**src/rtl/seq_divider.sv**
```systemverilog
// Sequential unsigned restoring divider: one quotient bit per clock, START/DONE handshake.
// Divide by zero short-circuits straight to FIN with Q = all ones and R = A.
module seq_divider #(
  parameter int WIDTH = 3
) (
  input  logic             CLK,
  input  logic             RST_N,
  input  logic             START,
  input  logic [WIDTH-1:0] A,
  input  logic [WIDTH-1:0] B,
  output logic [WIDTH-1:0] Q,
  output logic [WIDTH-1:0] R,
  output logic             BUSY,
  output logic             DONE,
  output logic             DIV_ZERO
);

  localparam int CW = $clog2(WIDTH + 1);

  typedef enum logic [1:0] {IDLE, RUN, FIN} state_t;

  state_t           state, next_state;
  logic [WIDTH-1:0] acc;
  logic [WIDTH-1:0] divisor;
  logic [WIDTH-1:0] rem;
  logic [CW-1:0]    count;
  logic [WIDTH:0]   rem_shift;
  logic [WIDTH:0]   diff;
  logic [WIDTH-1:0] rem_next;
  logic             q_bit;
  logic             accept;
  logic             last_step;

  // The sign bit of the (WIDTH+1)-bit trial subtraction doubles as the >= compare.
  always_comb begin
    rem_shift = {rem, acc[WIDTH-1]};
    diff      = rem_shift - {1'b0, divisor};
    q_bit     = ~diff[WIDTH];
    rem_next  = q_bit ? diff[WIDTH-1:0] : rem_shift[WIDTH-1:0];
    last_step = (count == CW'(1));
  end

  always_comb begin
    next_state = state;
    BUSY       = 1'b1;
    DONE       = 1'b0;
    accept     = 1'b0;
    case (state)
      IDLE: begin
        BUSY = 1'b0;
        if (START) begin
          accept     = 1'b1;
          next_state = (B == '0) ? FIN : RUN;
        end
      end
      RUN: begin
        if (last_step) next_state = FIN;
      end
      FIN: begin
        DONE       = 1'b1;
        next_state = IDLE;
      end
      default: next_state = IDLE;
    endcase
  end

  always_ff @(posedge CLK) begin
    if (!RST_N) state <= IDLE;
    else        state <= next_state;
  end

  // acc starts as the dividend and fills with quotient bits as it shifts out.
  always_ff @(posedge CLK) begin
    if (!RST_N) begin
      acc      <= '0;
      divisor  <= '0;
      rem      <= '0;
      count    <= '0;
      Q        <= '0;
      R        <= '0;
      DIV_ZERO <= 1'b0;
    end else if (accept) begin
      if (B == '0) begin
        Q        <= '1;
        R        <= A;
        DIV_ZERO <= 1'b1;
      end else begin
        acc     <= A;
        divisor <= B;
        rem     <= '0;
        count   <= CW'(WIDTH);
      end
    end else if (state == RUN) begin
      acc   <= {acc[WIDTH-2:0], q_bit};
      rem   <= rem_next;
      count <= count - CW'(1);
      if (last_step) begin
        Q        <= {acc[WIDTH-2:0], q_bit};
        R        <= rem_next;
        DIV_ZERO <= 1'b0;
      end
    end
  end

endmodule
```
**config.mk**
```make
export PLATFORM = sky130hd
export DESIGN_NAME = seq_divider
export DESIGN_NICKNAME = d
export VERILOG_FILES = /design/src/rtl/seq_divider.sv
export SDC_FILE = /design/constraint.sdc
export NUM_CORES = 1
export LEC_CHECK = 0
export BUFFER_PORTS_ARGS = -buffer_cell sky130_fd_sc_hd__buf_2
export CAP_MARGIN = 20
export CORE_ASPECT_RATIO = 1.2
export CORE_MARGIN = 10
export CORE_UTILIZATION = 45
export CTS_BUF_LIST = sky130_fd_sc_hd__clkbuf_8
export DETAILED_ROUTE_END_ITERATION = 8
export HOLD_SLACK_MARGIN = 0.03
export PLACE_DENSITY = 0.74
export SLEW_MARGIN = 15
export SYNTH_ARGS = -nofsm -noshare
export SYNTH_HDL_FRONTEND = slang
export SYNTH_SLANG_ARGS = --single-unit
```
**constraint.sdc**
```tcl
create_clock -name CLK -period 2.4 [get_ports CLK]
set_input_delay 0.36 -clock CLK [delete_from_list [all_inputs] [get_ports CLK]]
set_output_delay 0.36 -clock CLK [all_outputs]
set_load 0.05 [all_outputs]
```
==> impl_results.md <==
- Post-cts resize count: 0
- Synth async-reset ratio: 0
- Mapped Area: 1100 µm²
- Nets: 160
- H-tree levels: 1
- Routed WL: 2540 µm
- CP Launch Point: acc[2]$_SDFFE_PN0P_
- Worst skew pair latency: 0.25 ns
- Top delay family on crit path: simple AND/OR/NAND/NOR gates
- Setup tns final: 0 ns
- Final ANT Viol Nets: 0
- Fin. Hold Viols: 0
- Crit path largest cell delay: 0.52 ns
- GRT Residual Overflow: 0
- Synthesized flop and latch total: 20
- Syn-to-layout area delta: 15.8%
- Fmax: 444 MHz
- Mapped Cells: 129
- Most frequent cells in the layout: dfxtp_1, buf_2, nand2_1
- RSZ-0062 raised after global routing: no
- Hold Buf Count CTS: 0
- Startpoint Class: register
- Clock sink count: 20
- Leak: 0.550 nW
- GPL Wtd Cong: 0.840
- Max cap viols: 0
- P_int: 0.700 mW
- Crit path DAT: 2.38 ns
- Die W: 65.1 µm
- TritonRoute pass-1 iters: 4
- Crit end category: register
- Vias per cell: 5.76
- Pin count of the biggest net entering global routing: 22
- CTS tree: done
- Antenna diodes: 0
- Hold_ws: 0.391 ns
- Layout cells sized above 1: 0.200
- Reg2Reg Launch Point: acc[2]$_SDFFE_PN0P_
- Avg Inst Size Synth: 8.51 µm²
- Cell Chain, Critical Path: inv_1, ha_1, fa_1, nand4b_1, nand2_1, or4_4, o31ai_2, a31oi_1
- Status: complete, no violations
- Std cell rows: 19
- Vias in the first global route: 1045
- Final Worst Setup Slack: 0.148 ns
- Yosys cell types: 37
- Period utilisation layout: 0.938
- Power per cell area: 795 nW/µm²
- Vias: 1013
- Most common cell after layout, fill and taps aside: dfxtp_1
- CTS clk-pin slew, worst paths: 0.07 ns
- Slew Viols, Final: 0
- Top FF cell, synth: dfxtp_1
- Logic pwr share: 0.288
- Net Count, Synth: 143
- Required @ worst endpoint: 2.53 ns
- Post-DP HPWL: 1960 µm
- Bufs on Longest Clock Path: 2
- Worst Skew: 0.00238 ns
- Worst Hold Launch: A[0]
- Sequential share of power: 0.387
- CTS root buffer: clkbuf_8
- Crit-path slowest cell: or4_4
- Slew @ Worst Pin: 0.684 ns
- WS Path Type: reg2reg
- DR iter-0 viols: 25
- CP Max Fanout: 5
- Initial antenna violation count: 0
- IO buf count: 17
- EDFF count, synth: 0
- Post-CTS setup buffers: 0
- Yosys warning count: 0
- Min-Delay Path Class: in2reg
- Residual DRC: 0
- Power share of the clock group: 0.325
- GR Util All Layers: 0.112
- Die Footprint: 4820 µm²
- Total CTS buffers: 3
- Register area share after synthesis: 0.365
- Routed len/inst: 14.4 µm
- Switch Pwr: 0.310 mW
- Worst slew margin: 0.543
- Min Tclk post-route: 2.25 ns
- Peak VDD IR: 0.612 mV
- Core area: 2310 µm²
- Power Total: 1.01 mW
- Die H: 74.1 µm
- Sw frac: 0.307
- Initial core utilization: 0.476
- Pre-CTS setup slack: 0.170 ns
- # IOs: 18
- Final setup viols: 0
- Buf/Inv on CP: 1
- First-pass GRT wire length: 4420 µm
[flip-flops by register name, indices dropped and copies added, names as in the netlist]
name	flops
state	2
count	2
divisor	3
acc	3
Q	3
rem	3
DIV_ZERO	1
R	3
[worst register-to-register path, cell delays in order (launching register included)]
cell	delay (ns)
dfxtp_1	0.37
inv_1	0.06
ha_1	0.23
fa_1	0.45
nand4b_1	0.13
nand2_1	0.05
or4_4	0.52
o31ai_2	0.20
a31oi_1	0.11
[metal layers]
| layer | wire length [µm] | vias to the layer above | track usage |
|---|---|---|---|
| met1 | 1070 | 479 | 0.118 |
| met5 | 0 | - | 0 |
| met3 | 111 | 6 | 0.0345 |
| li1 | - | 509 | - |
| met2 | 1320 | 19 | 0.201 |
| met4 | 35 | 0 | 0.0500 |
[cell usage after synthesis, types with 2 or more instances]
library cell | number | area [µm²]
o211a_1 | 3 | 30.0
o211ai_1 | 2 | 15.0
a22oi_1 | 3 | 22.5
o221a_2 | 4 | 45.0
buf_2 | 2 | 10.0
o21a_1 | 2 | 15.0
inv_1 | 6 | 22.5
nand2_1 | 16 | 60.1
o22ai_1 | 5 | 31.3
nand2b_1 | 2 | 12.5
or4_1 | 2 | 15.0
a31oi_1 | 2 | 12.5
nor3b_1 | 2 | 15.0
nor2b_1 | 11 | 68.8
nor3_1 | 3 | 15.0
nand3_1 | 4 | 20.0
nor2_1 | 5 | 18.8
nand4b_1 | 2 | 17.5
ha_1 | 4 | 50.1
a21oi_1 | 6 | 30.0
and2_1 | 2 | 12.5
clkbuf_1 | 3 | 11.3
dfxtp_1 | 20 | 400
o21ai_0 | 5 | 25.0
[power by group through the flow]
stage               Combinational [mW]  Sequential, mW  Clock, mW
floorplan                        0.202           0.419          0
global placement                 0.277           0.396          0
detailed placement               0.288           0.398          0
CTS                              0.292           0.390      0.335
global route                     0.330           0.395      0.345
finish                           0.291           0.391      0.329
[path summary, 6_finish.rpt]
check | endpoint | slack [ns] | cells past startpoint
hold / removal | acc[0]$_SDFFE_PN0P_ | 0.39 | 3
hold reg to reg | DIV_ZERO$_SDFFE_PN0P_ | 0.51 | 1
setup / recovery | R[2]$_SDFFE_PN0P_ | 0.15 | 8
setup reg to reg | R[2]$_SDFFE_PN0P_ | 0.15 | 8
[cell type report]
cell class,instances,area (µm²)
Tap cell,31,38.8
Inverter,6,22.5
Clock buffer,3,41.3
Sequential cell,20,400
Multi-Input combinational cell,98,653
Clock inverter,1,30.0
Fill cell,230,1030
Timing Repair Buffer,17,85.1
[cell families after synthesis]
logic type	count (synthesis)	share of synthesized area
AO/OA/AOI/OAI	36	0.241
XOR/XNOR	1	0.00798
adder cells (fa/ha/maj)	5	0.0639
buffers and inverters	11	0.0399
flip-flops	20	0.365
AND/OR/NAND/NOR	56	0.283
[metrics by stage]
stage,utilization,std cells,cell area [µm²]
CTS,0.551,176,1270
floorplan,-,129,1100
global placement,0.520,172,1200
global route,0.551,176,1270
detailed placement,0.520,172,1200
finish,0.551,176,1270
No activity file was read; power rests on OpenSTA's default activity.
